`config.mk`:
```
export PLATFORM = sky130hd
export DESIGN_NAME = upc_entry
export DESIGN_NICKNAME = d
export VERILOG_FILES = /design/src/rtl/upc_entry.sv
export SDC_FILE = /design/constraint.sdc
export NUM_CORES = 1
export LEC_CHECK = 0
export CAP_MARGIN = 15
export CORE_MARGIN = 3
export CORE_UTILIZATION = 35
export CTS_CLUSTER_DIAMETER = 30
export DETAILED_ROUTE_END_ITERATION = 8
export GPL_ROUTABILITY_DRIVEN = 0
export PLACE_DENSITY = 0.58
export SLEW_MARGIN = 20
export SYNTH_ARGS = -nofsm -noshare
export SYNTH_HDL_FRONTEND = slang
export SYNTH_SLANG_ARGS = --single-unit
```
`constraint.sdc`:
```
create_clock -name clk -period 3.04 [get_ports clk]
set_clock_uncertainty 0.1 [all_clocks]
set_input_delay 0.608 -clock clk [delete_from_list [all_inputs] [get_ports clk]]
set_output_delay 0.608 -clock clk [all_outputs]
set_load 0.03 [all_outputs]
```
`src/rtl/upc_entry.sv`:
```
// Three-press UPC code entry: synchronizes a push-button and bit switch, assembles
// a 3-bit code MSB first, and aborts a partial entry after an idle timeout.
module upc_entry #(
    parameter int TIMEOUT_CYCLES = 50_000_000
) (
    input  logic       clk,
    input  logic       reset,
    input  logic       key_n,
    input  logic       bit_in,
    input  logic       clear,
    output logic [2:0] upc,
    output logic       upc_valid,
    output logic       known,
    output logic       busy,
    output logic       abort
);

    localparam int CNT_W = $clog2(TIMEOUT_CYCLES) + 1;
    localparam logic [CNT_W-1:0] CNT_LAST = CNT_W'(TIMEOUT_CYCLES - 1);

    typedef enum logic [1:0] {
        IDLE = 2'd0,
        GOT1 = 2'd1,
        GOT2 = 2'd2,
        DONE = 2'd3
    } state_t;

    state_t           state;
    state_t           state_nxt;
    logic             key_s1;
    logic             key_s2;
    logic             key_prev;
    logic             bit_s1;
    logic             bit_s2;
    logic             press;
    logic             b2;
    logic             b2_nxt;
    logic             b1;
    logic             b1_nxt;
    logic [CNT_W-1:0] cnt;
    logic [CNT_W-1:0] cnt_nxt;
    logic [2:0]       upc_nxt;
    logic             valid_nxt;
    logic             known_nxt;
    logic             abort_nxt;

    function automatic logic is_known(input logic [2:0] code);
        case (code)
            3'b010, 3'b111: is_known = 1'b0;
            default:        is_known = 1'b1;
        endcase
    endfunction

    // Idle level of key_n is high, so the key flops reset to 1 to avoid a false press.
    always_ff @(posedge clk or posedge reset) begin
        if (reset) begin
            key_s1   <= 1'b1;
            key_s2   <= 1'b1;
            key_prev <= 1'b1;
            bit_s1   <= 1'b0;
            bit_s2   <= 1'b0;
        end else if (clear) begin
            key_s1   <= 1'b1;
            key_s2   <= 1'b1;
            key_prev <= 1'b1;
            bit_s1   <= 1'b0;
            bit_s2   <= 1'b0;
        end else begin
            key_s1   <= key_n;
            key_s2   <= key_s1;
            key_prev <= key_s2;
            bit_s1   <= bit_in;
            bit_s2   <= bit_s1;
        end
    end

    assign press = key_prev & ~key_s2;
    assign busy  = (state == GOT1) || (state == GOT2);

    always_ff @(posedge clk or posedge reset) begin
        if (reset) begin
            state <= IDLE;
        end else if (clear) begin
            state <= IDLE;
        end else begin
            state <= state_nxt;
        end
    end

    always_comb begin
        state_nxt = state;
        b2_nxt    = b2;
        b1_nxt    = b1;
        cnt_nxt   = cnt;
        upc_nxt   = upc;
        valid_nxt = upc_valid;
        known_nxt = known;
        abort_nxt = 1'b0;
        case (state)
            IDLE, DONE: begin
                cnt_nxt = '0;
                if (press) begin
                    state_nxt = GOT1;
                    b2_nxt    = bit_s2;
                    b1_nxt    = 1'b0;
                end
            end
            GOT1, GOT2: begin
                // A press in the terminal-count cycle still advances the entry.
                if (press) begin
                    cnt_nxt = '0;
                    if (state == GOT1) begin
                        state_nxt = GOT2;
                        b1_nxt    = bit_s2;
                    end else begin
                        state_nxt = DONE;
                        upc_nxt   = {b2, b1, bit_s2};
                        valid_nxt = 1'b1;
                        known_nxt = is_known({b2, b1, bit_s2});
                        b2_nxt    = 1'b0;
                        b1_nxt    = 1'b0;
                    end
                end else if (cnt == CNT_LAST) begin
                    state_nxt = upc_valid ? DONE : IDLE;
                    cnt_nxt   = '0;
                    b2_nxt    = 1'b0;
                    b1_nxt    = 1'b0;
                    abort_nxt = 1'b1;
                end else begin
                    cnt_nxt = cnt + CNT_W'(1);
                end
            end
            default: begin
                state_nxt = IDLE;
                cnt_nxt   = '0;
            end
        endcase
    end

    always_ff @(posedge clk or posedge reset) begin
        if (reset) begin
            b2        <= 1'b0;
            b1        <= 1'b0;
            cnt       <= '0;
            upc       <= 3'b000;
            upc_valid <= 1'b0;
            known     <= 1'b0;
            abort     <= 1'b0;
        end else if (clear) begin
            b2        <= 1'b0;
            b1        <= 1'b0;
            cnt       <= '0;
            upc       <= 3'b000;
            upc_valid <= 1'b0;
            known     <= 1'b0;
            abort     <= 1'b0;
        end else begin
            b2        <= b2_nxt;
            b1        <= b1_nxt;
            cnt       <= cnt_nxt;
            upc       <= upc_nxt;
            upc_valid <= valid_nxt;
            known     <= known_nxt;
            abort     <= abort_nxt;
        end
    end

endmodule
```
==> flow_metrics.tcl, run 1 <==
set metrics [dict create \
    clock_insertion_delay_at_the_later_pin_of_the_skew_report_ns 0.30 \
    layout_worst_path_cycle_share 0.8707 \
    worst-path-max-fanout 10 \
    netlist_instances 203 \
    num_rows 26 \
    io_pins 12 \
    finish_stage_setup_viols 0 \
    postCtsResizedCells 0 \
    synth_enable_flop_cells 0 \
    clkTransAtPathRegs_ns 0.08 \
    syn-num-nets 210 \
    cp-end-kind "output port" \
    synth.yosys.seq_area_share 0.5246 \
    worst_slew_pin_slew_ns 0.7145 \
    area_growth_syn_to_layout_pct 14.19 \
    final.min_clock_period_ns 2.647 \
    detailedPlace.worstSlack_ns 0.7268 \
    synth.yosys.warnings 0 \
    max_cap_viol_count 0 \
    synth_flop_cell "dfrtp_1" \
    cellPowerDensity_nw_per_um2 454.9 \
    viasPerCell 4.810 \
    yosysTopAreaCell "dfrtp_1" \
    antenna_found_initial 0 \
    comb_power_share 0.039 \
    port_buffers 11 \
    synthArstFlopShare 1.000 \
    cts_tree "done" \
    post_synth_fa_ha_maj_area_fraction 0.01245 \
    grt_first_pass_wirelength_um 6258 \
    post-route-worst-setup-slack_ns 0.3930 \
    drt-wirelength-per-cell_um 11.95 \
    dpl.hpwl_um 2345 \
    mux_contribution_to_synthesized_area 0.01991 \
    final-max-slew-violation-count 0 \
    synth_area_um2 2011 \
    cts_setup_buffers 0 \
    antenna_cells 0 \
    detailedRoute.firstPassIterationCount 4 \
    clock_path_buffers 2 \
    power.ir.vdd_worst_mv 0.1963 \
    power.share.switching 0.2121 \
    clock_power_share 0.419 \
    placement.cell_area_um2 2186 \
    core-area_um2 5335 \
    fillCellCount 548 \
    post-route-drc-count 0 \
    area.sequential_um2 1055 \
    cellInternalPower_uw 822.9 \
    synth_top_area_share 0.4854 \
    critical_path_data_required_time_ns 2.33 \
    synthDistinctLibCells 33 \
    synthSimpleGateAreaFrac 0.2657 \
    layout-drive-gt1-share 0.1000 \
    synth_compound_area_frac 0.03049 \
    clock_buffer_count_from_cts 5 \
    leakage_uw 0.0008856 \
    routed-via-count 1395 \
    die_y_um 81.80 \
    largest_net_degree_at_the_start_of_global_routing 43 \
    numClockSinks 42 \
    cts-root-buf "clkbuf_8" \
    yosys_register_bits 42 \
    kind_of_critical_path "reg2out" \
    min_path_type "reg2reg" \
    cts.hold.buffers_added 0 \
    synth.cells.most_frequent "nor2_1, dfrtp_1, xor2_1" \
    die-area_um2 6690 \
    slew-limit-headroom 0.5211 \
    globalRouteTotalUtil 0.1265 \
    fmax_ghz 0.3778 \
    avgSynthCellArea_um2 9.905 \
    critPathArrivalTime_ns 1.94 \
    first_global_vias 1287 \
    overflow 0 \
    finish.net_count 226 \
    power.net_switching_uw 221.5 \
    initial_utilization 0.3769 \
    die_x_um 81.80 \
    synthXorXnorAreaFrac 0.1133 \
    yosysMostFrequentCell "nor2_1" \
    power_share_of_the_sequential_group 0.542 \
    rsz0062_at_grt "false" \
    drt_first_iter_violations 79 \
    h-tree-depth 2 \
    route.antenna.remaining_nets 0 \
    multi_input_area_um2 888.4 \
    synth_top_family_by_area "simple AND/OR/NAND/NOR gates" \
    layout.cell_area.non_filler_um2 2296 \
    cp-start-kind "flip-flop" \
    tns_ns 0 \
    synth.area.top_cells "dfrtp_1, nor2_1, xor2_1, dfstp_2, nand3_1" \
    hold_violations 0 \
    outcome "finished, final reports clean" \
    wl_um 3465 \
]
worst max-delay path, cell delays in order (launching register included):
cell and delay [ns]:
dfrtp_1 0.40, ha_1 0.42, inv_1 0.14, clkdlybuf4s50_1 0.68
metrics by stage:
stage	hold slack [ns]	instances	total power (uW)	utilization
floorplan	0.3291	203	604.5	-
global placement	0.3428	282	618.3	0.4097
finish	0.3747	290	1044	0.4303
global route	0.3944	290	1096	0.4303
detailed placement	0.3571	282	619.1	0.4097
CTS	0.3766	290	1063	0.4303
final timing paths:
kind | from | end | slack (ns) | cells after the start
worst max-delay path | state[0] | busy | 0.39 | 3
worst min-delay path | bit_s1 | bit_s2 | 0.37 | 1
worst max register to register | cnt[16] | cnt[7] | 0.90 | 6
worst min register to register | bit_s1 | bit_s2 | 0.37 | 1
max in group asynchronous | reset | key_prev | 1.83 | 3
min in group asynchronous | reset | cnt[9] | 0.64 | 3
area by class of cell:
| class | count | area share |
|---|---|---|
| clock buffers | 6 | 0.03161 |
| clock inverters | 2 | 0.01635 |
| inverters | 4 | 0.006540 |
| multi-input cells | 151 | 0.3869 |
| flip-flops and latches | 42 | 0.4594 |
| well taps | 70 | 0.03815 |
| repair buffers | 15 | 0.06104 |
flip-flops by register name, summed over array words and instances (netlist names):
register and cells:
b2 1, abort 1, state 2, b1 1, cnt 27, bit_s2 1, upc_valid 1, known 1
key_s1 1, key_s2 1, key_prev 1, upc 3, bit_s1 1
cell usage in the layout, fill, tap and decap left out, types with 4 or more instances in the layout:
cell / count
nand2_1: 13
nand3_1: 14
nor2_1: 47
clkdlybuf4s50_1: 11
xnor2_1: 6
dfrtp_1: 39
xor2_1: 20
or2_2: 4
clkbuf_8: 5
a21oi_1: 4
nand4_1: 11
inv_1: 4
buf_4: 4
mux2i_1: 4
logic make-up after synthesis:
family | after synthesis
AOI/OAI and AO/OA | 10
xor gates and xnor gates | 26
adders and majority gates | 2
buffers and inverters | 10
DFF | 42
muxes | 4
and+or+nand+nor | 109
power groups by stage:
stage                     registers [uW]  logic, uW  clock network [uW]
after floorplan                      577       27.9                   0
after global placement               577       41.7                   0
after detailed placement             577       42.1                   0
after CTS                            566       42.2                 455
after global routing                 567       46.8                 482
final                                566       40.7                 438
layer usage:
layer  GRT usage  routed length, um  part of all wire  up-vias
met4     0.06478                 79             0.023        0
met2      0.1712               1474              0.43       23
li1            -                  -                 -      713
met1      0.1795               1779              0.51      652
met5           0                  0                 0        -
met3     0.03947                132             0.038        7
Note: power is estimated with default switching activity, not from simulation.
==> run 2, diff against run 1 <==
--- a/config.mk
+++ b/config.mk
@@ -5,13 +5,14 @@
 export SDC_FILE = /design/constraint.sdc
 export NUM_CORES = 1
 export LEC_CHECK = 0
+export ABC_AREA = 1
 export CAP_MARGIN = 15
 export CORE_MARGIN = 3
 export CORE_UTILIZATION = 35
 export CTS_CLUSTER_DIAMETER = 30
 export DETAILED_ROUTE_END_ITERATION = 8
 export GPL_ROUTABILITY_DRIVEN = 0
-export PLACE_DENSITY = 0.58
+export PLACE_DENSITY = 0.57
 export SLEW_MARGIN = 20
 export SYNTH_ARGS = -nofsm -noshare
 export SYNTH_HDL_FRONTEND = slang
==> flow_metrics.tcl, run 2 <==
set metrics [dict create \
    cts_tree "done" \
    drt-wirelength-per-cell_um 12.94 \
    worst_slew_pin_slew_ns 0.9774 \
    synth.yosys.seq_area_share 0.4411 \
    cts_setup_buffers 0 \
    grt_most_used_layer "met2" \
    die_x_um 88.66 \
    route.antenna.remaining_nets 0 \
    largest_registers "cnt (27), upc (3), state (2)" \
    synth.area.top_cells "dfrtp_1, nand2_1, nor2_1, inv_1, nand3_1" \
    clock_path_buffers 2 \
    fmax_ghz 0.3844 \
    port_buffers 11 \
    finish_stage_setup_viols 0 \
    synth_compound_area_frac 0.04239 \
    top_register "cnt" \
    numPlacedInstances 416 \
    critPathArrivalTime_ns 1.89 \
    final-max-slew-violation-count 0 \
    cp-end-kind "output port" \
    yosys_register_bits 42 \
    io_pins 12 \
    mux_contribution_to_synthesized_area 0 \
    finish.net_count 353 \
    worst-path-max-fanout 5 \
    routed-via-count 2077 \
    fillCellCount 671 \
    synth.cells.most_frequent "nand2_1, nor2_1, inv_1" \
    die-area_um2 7860 \
    highest_delay_cell_along_the_critical_path "clkdlybuf4s50_1" \
    leakage_uw 0.001141 \
    netlist_instances 331 \
    clock_buffer_count_from_cts 5 \
    largest_reg_flops 27 \
    wl_um 5486 \
    cp_cell_sequence "ha_1 -> inv_1 -> clkdlybuf4s50_1" \
    grt_first_pass_wirelength_um 9639 \
    die_y_um 88.66 \
    kind_of_critical_path "reg2out" \
    outcome "finished, final reports clean" \
    initial_utilization 0.3681 \
    clock_insertion_delay_at_the_later_pin_of_the_skew_report_ns 0.31 \
    layout_worst_path_cycle_share 0.8558 \
    synth_enable_flop_cells 0 \
    min_path_type "reg2reg" \
    slowest_delay_ns 0.70 \
    detailedRoute.firstPassIterationCount 4 \
    max_cap_viol_count 0 \
    globalRouteTotalUtil 0.1602 \
    synth_flop_cell "dfrtp_1" \
    cp-start-kind "flip-flop" \
    critical_path_data_required_time_ns 2.33 \
    synthSimpleGateAreaFrac 0.4055 \
    viasPerCell 4.899 \
    cts-root-buf "clkbuf_8" \
    cellPowerDensity_nw_per_um2 505.9 \
    synthDistinctLibCells 30 \
    core-area_um2 6495 \
    h-tree-depth 2 \
    yosysTopAreaCell "dfrtp_1" \
    overflow 0 \
    post-route-drc-count 0 \
    drt_first_iter_violations 113 \
    synthXorXnorAreaFrac 0.007326 \
    avgSynthCellArea_um2 7.224 \
    post_synth_fa_ha_maj_area_fraction 0.01047 \
    power.ir.vdd_worst_mv 0.3028 \
    yosysMostFrequentCell "nand2_1" \
    tns_ns 0 \
    area_growth_syn_to_layout_pct 12.04 \
    finish.cell_count_without_fillers 424 \
    syn-num-nets 338 \
    rsz0062_at_grt "false" \
    final.min_clock_period_ns 2.602 \
    groute.layer.met3.usage 0.02793 \
    postCtsResizedCells 0 \
    clkTransAtPathRegs_ns 0.09 \
    hold_path_depth 2 \
    largest_net_degree_at_the_start_of_global_routing 26 \
    num_rows 29 \
    grt.met2_usage 0.2564 \
    numClockSinks 42 \
    synth.yosys.warnings 0 \
    final_cell_mix "nand2_1, nor2_1, inv_1" \
    synth_top_family_by_area "simple AND/OR/NAND/NOR gates" \
    antenna_cells 0 \
    slew-limit-headroom 0.3444 \
    synth_area_um2 2391 \
    layout-drive-gt1-share 0.1095 \
    multi_input_area_um2 1114 \
    synth_top_area_share 0.4082 \
    cts.hold.buffers_added 0 \
    layout.cells.most_common "nand2_1" \
    globalRouteMet1Util 0.2113 \
    synthArstFlopShare 1.000 \
    area.sequential_um2 1055 \
    first_global_vias 2089 \
    antenna_found_initial 0 \
    worst_r2r_path_depth 10 \
    hold_violations 0 \
    finish.utilization 0.4124 \
    dpl.hpwl_um 4135 \
]
==> run 2: cells by family after synthesis <==
family                   after synthesis
AO/OA/AOI/OAI                         18
XOR/XNOR                               2
adder cells (fa/ha/maj)                2
buffers and inverters                 53
flip-flops                            42
AND/OR/NAND/NOR                      214
==> run 2: path summary, 6_finish.rpt <==
check,from,to,slack [ns]
min in group asynchronous,reset,bit_s1,0.60
max in group asynchronous,reset,state[0],1.60
min reg2reg,bit_s1,bit_s2,0.39
min,bit_s1,bit_s2,0.39
max reg2reg,cnt[0],state[0],1.03
max,state[0],busy,0.44
==> run 2: metal layers <==
layer / vias up / part of all wire
met3: 11 / 0.047
met4: 0 / 0.017
li1: 1059 / -
met1: 957 / 0.47
met2: 50 / 0.47
met5: - / 0
==> run 2: power by group <==
part	leakage (uW)	internal, uW	switching (uW)
sequential	0.000568	588	20.4
combinational	0.000515	91.9	208
clock	0.0000579	242	204
==> run 2: stage by stage <==
| step | worst slack [ns] | total power [uW] | hold WS [ns] | instance area, um2 |
|---|---|---|---|---|
| final | 0.4383 | 1355 | 0.3881 | 2679 |
| after global placement | 0.6508 | 914.9 | 0.3374 | 2570 |
| after detailed placement | 0.5845 | 920.2 | 0.3618 | 2570 |
| after floorplan | 1.363 | 851.1 | 0.3340 | 2391 |
| after CTS | 0.4357 | 1369 | 0.3886 | 2679 |
| after global routing | 0.3671 | 1434 | 0.4143 | 2679 |
==> run 2: critical path: cells and delay by family (launching register included) <==
| family | cells | cell delay (ns) |
|---|---|---|
| buffers and inverters | 2 | 0.85 |
| DFF | 1 | 0.40 |
| adders and majority gates | 1 | 0.35 |
==> run 2: cell type report <==
type,count,share of cell area
inverter,48,0.06726
multi-input combinational,236,0.4157
timing repair buffer,13,0.04671
clock inverter,3,0.01495
sequential,42,0.3937
clock buffer,5,0.02569
tap,77,0.03596
